## src/rtl/sbox_ti_scheduler.sv

```systemverilog
// Arbiter/sequencer for the shared masked S-box inversion pipeline: grants it to the
// data path or key schedule, issues one byte index per cycle and tracks in-flight tags.
module sbox_ti_scheduler #(
    parameter int NB_DATA   = 16,
    parameter int NB_KEY    = 4,
    parameter int LAT       = 2,
    parameter int IDXW      = 4,
    parameter bit KEY_FIRST = 1'b1
) (
    input  logic            CLK,
    input  logic            RSTn,
    input  logic            d_req,
    input  logic            k_req,
    output logic            d_gnt,
    output logic            k_gnt,
    output logic            sel_key,
    output logic            in_vld,
    output logic [IDXW-1:0] in_idx,
    output logic            rnd_en,
    output logic            out_vld,
    output logic [IDXW-1:0] out_idx,
    output logic            out_key,
    output logic            d_done,
    output logic            k_done,
    output logic            busy
);

    if (NB_DATA < 1 || NB_KEY < 1 || LAT < 1 ||
        NB_DATA > 2**IDXW || NB_KEY > 2**IDXW) begin : g_bad_param
        $error("sbox_ti_scheduler: job size does not fit IDXW or LAT < 1");
    end

    typedef enum logic [1:0] {IDLE, ISSUE, DRAIN} state_t;

    typedef struct packed {
        logic            vld;
        logic            key;
        logic [IDXW-1:0] idx;
    } tag_t;

    state_t          state;
    tag_t            tag_pipe [LAT];
    logic            pick_key;
    logic            inner_vld;
    logic            drain_done;
    logic [IDXW-1:0] last_idx;

    assign pick_key = k_req & (KEY_FIRST || !d_req);
    assign last_idx = sel_key ? IDXW'(NB_KEY - 1) : IDXW'(NB_DATA - 1);

    // in_idx doubles as the job counter; sel_key holds the job type while issuing.
    always_ff @(posedge CLK or negedge RSTn) begin
        if (!RSTn) begin
            state   <= IDLE;
            in_vld  <= 1'b0;
            in_idx  <= '0;
            sel_key <= 1'b0;
            d_gnt   <= 1'b0;
            k_gnt   <= 1'b0;
        end else begin
            case (state)
                IDLE: begin
                    if (d_req || k_req) begin
                        state   <= ISSUE;
                        in_vld  <= 1'b1;
                        in_idx  <= '0;
                        sel_key <= pick_key;
                        k_gnt   <= pick_key;
                        d_gnt   <= !pick_key;
                    end
                end
                ISSUE: begin
                    d_gnt <= 1'b0;
                    k_gnt <= 1'b0;
                    if (in_idx == last_idx) begin
                        state   <= DRAIN;
                        in_vld  <= 1'b0;
                        in_idx  <= '0;
                        sel_key <= 1'b0;
                    end else begin
                        in_idx <= in_idx + IDXW'(1);
                    end
                end
                DRAIN: begin
                    if (drain_done) state <= IDLE;
                end
                default: state <= IDLE;
            endcase
        end
    end

    always_ff @(posedge CLK or negedge RSTn) begin
        if (!RSTn) begin
            for (int i = 0; i < LAT; i++) tag_pipe[i] <= '0;
        end else begin
            tag_pipe[0] <= '{vld: in_vld, key: sel_key, idx: in_idx};
            for (int i = 1; i < LAT; i++) tag_pipe[i] <= tag_pipe[i-1];
        end
    end

    always_comb begin
        inner_vld = 1'b0;
        for (int i = 0; i < LAT - 1; i++) inner_vld = inner_vld | tag_pipe[i].vld;
    end

    assign out_vld = tag_pipe[LAT-1].vld;
    assign out_key = out_vld & tag_pipe[LAT-1].key;
    assign out_idx = out_vld ? tag_pipe[LAT-1].idx : '0;

    // Last tag of the job leaves the pipeline: nothing issued behind it while draining.
    assign drain_done = (state == DRAIN) && out_vld && !inner_vld;
    assign d_done     = drain_done & ~out_key;
    assign k_done     = drain_done & out_key;
    assign rnd_en     = in_vld | inner_vld | out_vld;
    assign busy       = (state != IDLE);

endmodule

```

## config.mk

```make
export PLATFORM = sky130hd
export DESIGN_NAME = sbox_ti_scheduler
export DESIGN_NICKNAME = d
export VERILOG_FILES = /design/src/rtl/sbox_ti_scheduler.sv
export SDC_FILE = /design/constraint.sdc
export NUM_CORES = 1
export LEC_CHECK = 0
export BUFFER_PORTS_ARGS = -buffer_cell sky130_fd_sc_hd__buf_2
export CELL_PAD_IN_SITES_DETAIL_PLACEMENT = 0
export CELL_PAD_IN_SITES_GLOBAL_PLACEMENT = 1
export CORE_AREA = 2 2 53 55
export CTS_BUF_LIST = sky130_fd_sc_hd__clkbuf_4 sky130_fd_sc_hd__clkbuf_8
export DETAILED_ROUTE_END_ITERATION = 6
export DIE_AREA = 0 0 55 57
export PLACE_DENSITY_LB_ADDON = 0.1
export SLEW_MARGIN = 10
export SYNTH_ARGS = -nofsm -noshare
export SYNTH_HDL_FRONTEND = slang
export SYNTH_SLANG_ARGS = --single-unit
```

## constraint.sdc

```tcl
create_clock -name CLK -period 3.9 [get_ports CLK]
set_input_delay 0.78 -clock CLK [delete_from_list [all_inputs] [get_ports CLK]]
set_output_delay 0.78 -clock CLK [all_outputs]
set_load 0.02 [all_outputs]
```

==> metrics, run 1 <==
I/O Buffers 21; total number of H-tree levels 1; Routed Antenna Nets 0; largest net degree at the start of global routing 23; CP Launch Type flip-flop; pre-CTS WS a little over 2 ns; synthesis-stage register bit count 22; Highest Clock Rate 451 MHz; dpl hpwl 1.16 mm; clk slew on worst S/H paths 0.13 ns; final setup fails 0; top cells by area, synth dfrtp_1 (63%), and2_1 (3.6%), nor3b_1 (2.6%); P&R area growth vs syn 20.1%; CTS root buffer clkbuf_4; top cell family by delay on the critical path flip-flops; CTS-repair resized insts 0; DP Area 1010 um^2; Yosys warnings 0; commonest non-fill, non-tap cells in the layout dfrtp_1 (22), buf_2 (21), and2_1 (5); vias in the first global route 583; first-pass iteration count of the detailed router 2; initial antenna violation count 0; worst min path class reg2reg; outcome finished clean; worst skew pair latency 0.32 ns; Final #Nets between 90 and 100; critical-path cell list nand2b_1 > nor3b_1 > buf_2; worst reg-to-reg setup slack 2.50 ns; RSZ-0062 raised after global routing false; GRT overflow 0; period utilization 0.568; initial DRC count 6; arrival time worst endpoint 1.44 ns; syn avg cell area roughly 13 um^2; CP Data Required Time around 3.1 ns; worst flop-to-flop path endpoint in_idx[3]; Starting Density 0.333; worst-case clock buffer depth 2; fraction of layout cells with a size suffix above 1 0.315; slowest CP cell dfrtp_1; clock sinks 22; core area 2620 um^2; first-pass GRT wire length 2.69 mm; crit path buf inv count 1; Die H 57 um; CP startpoint state[1]; Crit Path Class reg2out; synthesized area 870 um^2; die width 55 um; WL per Instance approximately 13 um; drt drc 0; die area 3140 um^2; routed wire length 1.64 mm; Reg2Reg Depth 4; worst-path fanout max 14; cts hold-fix bufs 0; Final WS setup 1.68 ns; Worst path depth 3; sequential area share after synthesis 0.633; minimum clock period 2.22 ns; # Post-CTS Setup Buffers 0; Vias/cell 4.99; Crit path largest cell delay roughly 0.59 ns; Final Hold Fails 0; fin. max-slew vios 0; IO Pins 22; Max-Cap Viols 0; synth unique cells 31; Worst Clk Skew 0.0120 ns; fin area 1040 um^2; maximum vdd drop 0.000348 V; TritonCTS buffer count 3; Tot GR Track Use 0.122; Rows 19; post-synth top area cell dfrtp_1; Post-Syn Nets 73; total negative slack 0 ns; Vias 614; WHS 0.361 ns; worst r2r src in_idx[0]; synthesized instance count 68; Cell Pwr Density 800 nW/um^2; Slew Limit Headroom 0.688; fill count 271; Worst-Margin Slew 0.468 ns; crit path to d_done; leakage power total 0.525 nW; # diodes 0; commonest non-fill, non-tap cell in the layout dfrtp_1; top-area cell type share of the netlist area 0.633; CP endpoint kind primary output; final RePlAce weighted congestion 0.711; CTS tree built
## report_power, final
group          total, mW  leakage [nW]  internal [mW]  switching, mW
logic              0.311         0.220          0.130          0.181
clock network      0.130        0.0210         0.0571         0.0730
registers          0.395         0.284          0.312         0.0826
total              0.836         0.525          0.499          0.337
## cell usage after synthesis
library cell / count
a22o_1: 1
o2bb2ai_1: 1
o31a_2: 1
o21ai_1: 4
nand3_1: 1
o31ai_1: 1
o21ai_0: 1
o22a_1: 1
and3_1: 1
nand2b_1: 2
nor3_2: 1
o311ai_1: 1
a21oi_1: 2
buf_2: 1
nand4bb_1: 1
and2_1: 5
and4b_1: 1
nor3b_1: 3
or2_1: 2
or3_1: 1
nor2b_1: 2
ha_1: 1
and2b_4: 1
a21o_1: 1
nand4b_1: 1
inv_1: 2
nor3_1: 1
nand4_1: 1
dfrtp_1: 22
nand3_4: 1
nor2_1: 3
## cells by family (layout without fill, tap and decap cells)
family / after synthesis / in the layout / synth area share
AO/OA/AOI/OAI: 14 / 14 / 0.109
adder cells (fa/ha/maj): 1 / 1 / 0.0144
buffers and inverters: 3 / 27 / 0.0144
flip-flops: 22 / 22 / 0.633
AND/OR/NAND/NOR: 28 / 28 / 0.229
## layer usage
metal	part of all wire	global-route usage	up-vias
met1	0.45	0.155	300
met2	0.48	0.187	15
met3	0.043	0.0236	5
met4	0.030	0.0732	0
li1	-	-	294
met5	0	0	-
## worst min path at each step
| stage | from | end | depth (start not counted) |
|---|---|---|---|
| floorplan | tag_pipe[6] | tag_pipe[0] | 0 |
| global placement | tag_pipe[9] | tag_pipe[3] | 0 |
| detailed placement | tag_pipe[9] | tag_pipe[3] | 0 |
| CTS | tag_pipe[9] | tag_pipe[3] | 0 |
| global route | tag_pipe[7] | tag_pipe[1] | 0 |
| finish | tag_pipe[9] | tag_pipe[3] | 0 |
## registers in the layout, indices dropped and copies added (netlist names)
signal	flops
sel_key	1
in_idx	4
inner_vld	1
tag_pipe	10
out_vld	1
k_gnt	1
d_gnt	1
in_vld	1
state	2
## worst register-to-register path, delay by kind of cell, from the launching register on
kind	cells	cell delay, ns
DFF	1	0.46
AOI/OAI and AO/OA	1	0.27
adders and majority gates	1	0.27
and+or+nand+nor	2	0.31
## final cells by class
| cell class | count | area, um^2 | share of cell area |
|---|---|---|---|
| inverters | 2 | 7.51 | 0.00719 |
| well taps | 31 | 38.8 | 0.0371 |
| repair buffers | 21 | 105 | 0.101 |
| multi-input cells | 43 | 307 | 0.293 |
| clock buffers | 4 | 36.3 | 0.0347 |
| flip-flops and latches | 22 | 551 | 0.527 |
## per-stage QoR
stage,util,power [mW],std cells
2_1_floorplan,-,0.605,68
3_3_place_gp,0.386,0.715,119
3_5_place_dp,0.386,0.717,119
4_1_cts,0.400,0.845,123
5_1_grt,0.400,0.900,123
6_report,0.400,0.836,123
Power figures use the tool's default switching activity.
==> inputs of run 2 (changes only) <==
- clock period: 3.9 -> 1.89 ns (I/O delays scaled with it)
==> run 2 against run 1 <==
Compared with the run above: utilization rose by 0.86 points; critical path depth unchanged; hold slack got worse by 0.35 ns; non-clock buffer count stayed put; cell area grew 2.2%; clock-buffer cell count is 1 lower; combinational power increased by 110%; sequential power increased by 110%; register-to-register slack got worse by 2.0 ns.
==> metrics, run 2 (synthesis gave the netlist of run 1 again) <==
vias in the first global route 582 (-0.17%); final RePlAce weighted congestion 0.707 (-0.53%); commonest non-fill, non-tap cell in the layout buf_2; period utilization 0.924; die area 3140 um^2 (unchanged); core area 2620 um^2 (unchanged); largest net degree at the start of global routing 23 (unchanged); Highest Clock Rate about 570 MHz; P&R area growth vs syn 22.7%; Rows 19 (unchanged); GRT overflow 0 (unchanged); Final #Nets 98 (unchanged); arrival time worst endpoint 1.37 ns (-0.07 ns); clock sinks 22 (unchanged); IO Pins 22 (unchanged); maximum vdd drop 0.000816 V (+130%); # Post-CTS Setup Buffers 0 (unchanged); total number of H-tree levels 1 (unchanged); first-pass GRT wire length 2.71 mm (+0.74%); Final WS setup 0.144 ns (-1.54 ns); initial DRC count 7 (+1); pre-CTS WS 0.425 ns (-1.63 ns); # diodes 0 (unchanged); CP endpoint kind primary output; RSZ-0062 raised after global routing false; CTS root buffer clkbuf_4; routed wire length 1.64 mm (-0.30%); worst r2r src in_idx[0]; Routed Antenna Nets 0 (unchanged); Tot GR Track Use 0.119 (-0.00283); Cell Pwr Density 1710 nW/um^2 (+110%); worst reg-to-reg setup slack 0.54 ns (-1.96 ns); fill count 269 (-0.74%); CP Launch Type flip-flop; Final Hold Fails 0 (unchanged); Reg2Reg Depth 4 (unchanged); minimum clock period 1.75 ns; critical-path cell list nand2b_1 > nor3b_1 > buf_2; Vias 609 (-0.81%); worst min path class in2async; WL per Instance 13.3 um (-0.30%); initial antenna violation count 0 (unchanged); Crit Path Class reg2out; TritonCTS buffer count 3 (unchanged); top cell family by delay on the critical path flip-flops; Max-Cap Viols 0 (unchanged); Worst-Margin Slew 0.482 ns (+0.0141 ns); Starting Density 0.333 (unchanged); Total Power 1.82 mW (+120%); worst flop-to-flop path endpoint in_idx[3]; first-pass iteration count of the detailed router 4 (+2); fraction of layout cells with a size suffix above 1 0.359 (+0.0435); Final Core Density 0.408 (+0.00861); worst-case clock buffer depth 2 (unchanged); CTS tree built; slowest CP cell dfrtp_2; fin. max-slew vios 0 (unchanged); Die H 57 um (unchanged); clk slew on worst S/H paths 0.13 ns (about the same); crit path buf inv count 1 (unchanged); Post-Place Cells 119 (unchanged); max reg flops 10 (unchanged); outcome finished clean; die width 55 um (unchanged); fin area 1070 um^2 (+2.2%); total negative slack 0 ns (unchanged); WHS 0.0101 ns (-0.351 ns); leakage power total 0.529 nW (+0.88%); Most flops, register tag_pipe; dpl hpwl 1.12 mm (-2.9%); Crit path largest cell delay 0.49 ns (-0.10 ns); Slew Limit Headroom 0.678 (-0.00943); worst skew pair latency 0.31 ns (about the same); final setup fails 0 (unchanged); worst-path fanout max 9 (-5); Largest regs tag_pipe x10, in_idx x4, state x2; DP Area 1010 um^2 (unchanged); commonest non-fill, non-tap cells in the layout buf_2 (21), dfrtp_1 (19), and2_1 (5); CP Data Required Time 1.51 ns (-1.61 ns); drt drc 0 (unchanged); Vias/cell 4.95 (-0.81%); Worst Clk Skew 0.0111 ns (-0.000854 ns); Final Non-Filler Cells 123 (unchanged); I/O Buffers 21 (unchanged)
## run 2: cell count changes in the layout (fill, tap and decap cells not counted), sizes merged
cell | previous run | this run
bufinv | 0 | 1
clkbuf | 4 | 3
## run 2: layer usage
layer,global-route usage,part of all wire,up-vias
met5,0,0,-
met4,0.0523,0.012,0
met3,0.0236,0.044,2
met2,0.172,0.47,14
met1,0.171,0.47,298
li1,-,-,295
## run 2: timing repair
| action | CTS | global route |
|---|---|---|
| gates resized for setup | 0 | 4 |
| setup endpoints to repair | 0 | 1 |
| hold buffers | 0 | 0 |
## run 2: worst max-delay path by stage
| stage | slack, ns | cells past startpoint | startpoint | endpoint |
|---|---|---|---|---|
| 4_1_cts | 0.05 | 3 | state[1] | d_done |
| 5_1_grt | 0.01 | 3 | state[0] | d_done |
| 3_3_place_gp | 0.44 | 3 | state[1] | d_done |
| 6_report | 0.14 | 3 | state[0] | d_done |
| 3_5_place_dp | 0.42 | 3 | state[1] | d_done |
| 2_1_floorplan | 0.27 | 2 | out_vld | d_done |
## run 2: power breakdown
group / internal (mW) / switching (mW)
Clock: 0.214 / 0.142
Sequential: 0.651 / 0.175
Combinational: 0.272 / 0.368
## run 2: layout make-up
class	instances	area, um^2	share of cell area
Clock buffer	3	22.5	0.0211
Clock inverter	1	30.0	0.0281
Inverter	2	7.51	0.00703
Multi-Input combinational cell	43	309	0.290
Sequential cell	22	554	0.519
Tap cell	31	38.8	0.0363
Timing Repair Buffer	21	105	0.0985
